<file path="src/rtl/seg7_scan_driver.sv">
// Multiplexed 8-digit seven-segment scan driver with per-frame shadowing,
// PWM brightness, anti-ghost dead time and a frame-done strobe.
module seg7_scan_driver #(
  parameter int SCAN_DIV = 50000,
  parameter int DEAD_CYC = 500
) (
  input  logic        clk_clk,
  input  logic        reset_reset_n,
  input  logic [63:0] seg_data,
  input  logic [3:0]  bright,
  input  logic        blank,
  output logic [7:0]  seg_n,
  output logic [7:0]  dig_n,
  output logic        frame_done
);

  // Legal range: SCAN_DIV >= 2 and DEAD_CYC < SCAN_DIV.
  localparam int CNT_W = $clog2(SCAN_DIV);
  localparam logic [CNT_W-1:0] CNT_LAST  = CNT_W'(SCAN_DIV - 1);
  localparam logic [CNT_W-1:0] DEAD_LAST = CNT_W'((DEAD_CYC > 0) ? DEAD_CYC - 1 : 0);
  localparam bit HAS_DEAD = (DEAD_CYC > 0);

  typedef enum logic {
    S_DEAD = 1'b0,
    S_ON   = 1'b1
  } state_t;

  state_t           state, state_next;
  logic [2:0]       digit, digit_next;
  logic [CNT_W-1:0] slot_cnt, cnt_next;
  logic [3:0]       pwm_cnt, pwm_next;
  logic [63:0]      shadow_data, data_next;
  logic [3:0]       shadow_bright, bright_next;
  logic [7:0]       seg_n_next, dig_n_next, seg_byte;
  logic             frame_done_next;
  logic             slot_wrap, frame_start, gap, lit_next;

  always_comb begin
    state_next = state;
    slot_wrap  = (slot_cnt == CNT_LAST);
    cnt_next   = slot_wrap ? '0 : slot_cnt + 1'b1;
    digit_next = slot_wrap ? digit + 3'd1 : digit;
    pwm_next   = (pwm_cnt == 4'd14) ? 4'd0 : pwm_cnt + 4'd1;

    case (state)
      S_DEAD: if (!HAS_DEAD || slot_cnt == DEAD_LAST) state_next = S_ON;
      S_ON:   if (slot_wrap && HAS_DEAD) state_next = S_DEAD;
      default: state_next = S_DEAD;
    endcase

    // Shadows are captured during the first cycle of digit 0's slot; the
    // outputs for the following cycle must already see the captured values.
    frame_start = (digit == 3'd0) && (slot_cnt == '0);
    data_next   = frame_start ? seg_data : shadow_data;
    bright_next = frame_start ? bright : shadow_bright;

    // Without a dead window, the first cycle of every slot is kept dark so
    // two digits are never lit back to back.
    gap      = !HAS_DEAD && (cnt_next == '0);
    lit_next = (state_next == S_ON) && !gap && !blank && (pwm_next < bright_next);

    seg_byte   = data_next[{digit_next, 3'b000} +: 8];
    seg_n_next = lit_next ? ~seg_byte : 8'hFF;
    dig_n_next = lit_next ? ~(8'b1 << digit_next) : 8'hFF;

    frame_done_next = (digit_next == 3'd7) && (cnt_next == CNT_LAST);
  end

  always_ff @(posedge clk_clk) begin
    if (!reset_reset_n) begin
      state         <= S_DEAD;
      digit         <= 3'd0;
      slot_cnt      <= '0;
      pwm_cnt       <= 4'd0;
      shadow_data   <= 64'd0;
      shadow_bright <= 4'd0;
      seg_n         <= 8'hFF;
      dig_n         <= 8'hFF;
      frame_done    <= 1'b0;
    end else begin
      state         <= state_next;
      digit         <= digit_next;
      slot_cnt      <= cnt_next;
      pwm_cnt       <= pwm_next;
      shadow_data   <= data_next;
      shadow_bright <= bright_next;
      seg_n         <= seg_n_next;
      dig_n         <= dig_n_next;
      frame_done    <= frame_done_next;
    end
  end

endmodule

</file>
<file path="config.mk">
export PLATFORM = sky130hd
export DESIGN_NAME = seg7_scan_driver
export DESIGN_NICKNAME = d
export VERILOG_FILES = /design/src/rtl/seg7_scan_driver.sv
export SDC_FILE = /design/constraint.sdc
export NUM_CORES = 1
export LEC_CHECK = 0
export ABC_CLOCK_PERIOD_IN_PS = 4240
export CAP_MARGIN = 20
export CORE_MARGIN = 1.5
export CORE_UTILIZATION = 54
export CTS_BUF_LIST = sky130_fd_sc_hd__clkbuf_8
export DETAILED_ROUTE_END_ITERATION = 10
export GPL_ROUTABILITY_DRIVEN = 0
export HOLD_SLACK_MARGIN = 0.12
export MAX_ROUTING_LAYER = met4
export PLACE_DENSITY = 0.81
export SYNTH_ARGS = -nofsm -noshare
export SYNTH_HDL_FRONTEND = slang
export SYNTH_SLANG_ARGS = --single-unit
</file>
<file path="constraint.sdc">
create_clock -name clk_clk -period 4.24 [get_ports clk_clk]
set_clock_uncertainty 0.05 [all_clocks]
set_input_delay 0.848 -clock clk_clk [delete_from_list [all_inputs] [get_ports clk_clk]]
set_output_delay 0.848 -clock clk_clk [all_outputs]
set_load 0.05 [all_outputs]
</file>
==> results.txt <==
Worst Setup End Kind = flop
Count of standard-cell rows = 34
Effective utilization at floorplan = 0.552
Main flop type after synthesis = sky130_fd_sc_hd__dfxtp_1
Total of cells resized after clock tree synthesis = 0
Setup bufs post-CTS = 0
Growth of design area from synthesis to finish = 23.2%
Power per cell area = 349 nW/um^2
Arrival time at the worst endpoint = 3.57 ns
Clock latency at the later pin of the worst-skew pair = 0.37 ns
Max-cap violations = 0
Final number of max-transition violations = 0
Origin of the critical flop-to-flop path = slot_cnt[11]$_SDFF_PN0_
Fraction of synthesis flops using an asynchronous set or reset pin = 0
NumNets Final = 666
Transition at the pin with the smallest max-transition slack = 1.10 ns
Post-Syn Nets = 591
Final period utilization = 0.793
Post-DP HPWL = 7.70 mm
Top-level port count = 88
Reg2Reg Depth = 9
Syn_area_per_cell = 9.34 sq um
Syn. warnings = 0
Final routed wire length divided by cell count = 15.5 um
Clk sink count = 109
Post-synthesis instance area = 4790 sq um
CP startpoint kind = flop
Antenna Nets Post-Route = 0
Start point of the critical path = slot_cnt[11]$_SDFF_PN0_
CTS Hold Buffers Added = 0
Path class of the lowest-slack min-delay path = reg -> reg
Number of antenna violations at the first check in global routing = 0
CTS tree = yes
Number of vias after detailed routing = 3,772
Floorplan die height = 97.2 um
First-pass GRT wire length = 17.5 mm
Gate count after technology mapping = 513
Shortest clock period the worst path allows after layout = 3.36 ns
Slew Limit Headroom = 0.270
Maximum clock frequency = 298 MHz
DRC errors left = 0
Most common cell after layout, fill and taps aside = sky130_fd_sc_hd__dfxtp_1
Die X = 97.2 um
Seq cells post-synth = 109
Inserted Diodes = 0
Data required, critical path = 4.45 ns
Timing endpoint of the critical path = seg_n[6]$_SDFF_PN1_
Library cell used as clock root buffer = sky130_fd_sc_hd__clkbuf_8
Unique masters post-synth = 43
Sum Neg Setup Slack = 0 ns
Worst setup path class = reg -> reg
Worst IR Drop VDD = 0.000202 V
Area of the die = 9450 sq um
EDFF count, synth = 0
Max Root-Sink Buffers = 2
Part of the Yosys area used for sequential elements = 0.455
Unrepaired setup endpoints after global routing = false
Num CTS Buffers = 9
FF-to-FF setup slack = 0.88 ns
Worst hold margin = 0.442 ns
Fin. Hold Viols = 0
Initial DRC count = 170
Detailed-route wire length = 10.9 mm
Level count of the clock H-tree = 3
Number of port buffers = 87
Leakage power summed over all cells = 0.00241 uW
Clock slew seen by the registers of the worst setup and hold paths = 0.10 ns
Status = complete, no violations
Number of global-route vias before repair = 3,675
Total setup violations reported at the end of the flow = 0
Maximum fanout encountered on the critical timing path = 16
Overall Global Routing Usage = 0.238
Worst r2r dst = seg_n[6]$_SDFF_PN1_
Leading cell types in the layout, fill and taps excluded = 109 x sky130_fd_sc_hd__dfxtp_1, 86 x sky130_fd_sc_hd__clkdlybuf4s50_1, 75 x sky130_fd_sc_hd__nand2_1
Drt pass-1 iters = 5
Layout cell share with drive strength beyond 1 = 0.0523
Overflow after GRT = 0
Core outline area = 8680 sq um
Maximum number of pins on one net before global-route repair = 82
Ratio of routed vias to standard cells = 5.38
==> power breakdown <==
part / switching, uW / internal [uW]
logic: 173 / 186
registers: 20.8 / 1090
clock network: 366 / 224
total: 560 / 1500
==> area by class of cell <==
cell class,count,area [sq um]
Clock buffer,9,124
Clock inverter,7,56.3
Fill cell,713,2780
Inverter,7,26.3
Multi-Input combinational cell,369,2470
Sequential cell,109,2180
Tap cell,108,135
Timing Repair Buffer,92,907
==> flip-flops by register name, indices dropped and copies added (netlist names) <==
name           flops
shadow_data       64
slot_cnt          16
dig_n              8
seg_n              8
pwm_cnt            4
shadow_bright      4
digit              3
frame_done         1
state              1
==> worst max-delay path, cell delays in order (launching register included) <==
cell and delay (ns):
sky130_fd_sc_hd__dfxtp_1 0.37, sky130_fd_sc_hd__or4_4 0.59, sky130_fd_sc_hd__nor2_1 0.14, sky130_fd_sc_hd__and4_4 0.29, sky130_fd_sc_hd__mux2i_1 0.26, sky130_fd_sc_hd__ha_1 0.29, sky130_fd_sc_hd__a21o_1 0.19, sky130_fd_sc_hd__a211oi_1 0.22
sky130_fd_sc_hd__nand3_1 0.47, sky130_fd_sc_hd__a31o_2 0.40
==> cell families (layout without fill, tap and decap cells) <==
| logic type | count (synthesis) | after routing | synth area share |
|---|---|---|---|
| compound gates | 28 | 28 | 0.0434 |
| xor+xnor | 17 | 17 | 0.0311 |
| flops | 109 | 109 | 0.455 |
| fa+ha+maj | 7 | 7 | 0.0183 |
| mux | 69 | 69 | 0.144 |
| simple gates | 248 | 248 | 0.275 |
| buf+inv | 35 | 115 | 0.0324 |
==> worst min-delay path by stage <==
stage / cells after the start / from / to / slack, ns
detailed placement: 1 / slot_cnt[0]$_SDFF_PN0_ / slot_cnt[0]$_SDFF_PN0_ / 0.42
finish: 1 / slot_cnt[0]$_SDFF_PN0_ / slot_cnt[0]$_SDFF_PN0_ / 0.44
global placement: 1 / slot_cnt[0]$_SDFF_PN0_ / slot_cnt[0]$_SDFF_PN0_ / 0.41
floorplan: 1 / slot_cnt[0]$_SDFF_PN0_ / slot_cnt[0]$_SDFF_PN0_ / 0.39
global route: 1 / slot_cnt[0]$_SDFF_PN0_ / slot_cnt[0]$_SDFF_PN0_ / 0.48
CTS: 1 / slot_cnt[0]$_SDFF_PN0_ / slot_cnt[0]$_SDFF_PN0_ / 0.45
==> routing by layer <==
layer,up-vias,GRT usage,share of wire
li1,1876,-,-
met3,22,0.0388,0.053
met1,1753,0.307,0.45
met4,0,0.0903,0.024
met2,121,0.378,0.47
met5,-,-,0
==> cell usage after synthesis, drive strengths merged (2+ instances only) <==
cell	n	area, sq um
xor2	10	87.6
a21oi	4	20.0
and4	2	17.5
nand2	75	282
buf	12	68.8
o21ai	6	30.0
nor2	21	83.8
nand4	4	25.0
ha	7	87.6
or3	2	12.5
nand2b	2	12.5
nor2b	73	457
nand3b	8	60.1
mux2i	68	681
a41o	7	70.1
nand4b	2	17.5
nor4b	3	26.3
and2	12	75.1
xnor2	7	61.3
or4	2	18.8
nand3	37	185
inv	7	26.3
dfxtp	109	2180
clkbuf	16	60.1
and3	3	18.8
==> stage by stage <==
stage | area (sq um) | util | power [uW] | std cells | setup slack (ns)
6_report | 5900 | 0.680 | 2060 | 701 | 0.879
5_1_grt | 5900 | 0.680 | 2150 | 701 | 0.650
4_1_cts | 5890 | 0.679 | 2070 | 700 | 0.857
3_5_place_dp | 5710 | 0.658 | 1490 | 684 | 0.880
3_3_place_gp | 5710 | 0.658 | 1480 | 684 | 1.04
2_1_floorplan | 4790 | - | 1370 | 513 | 0.819
(Power assumes the default switching activity.)
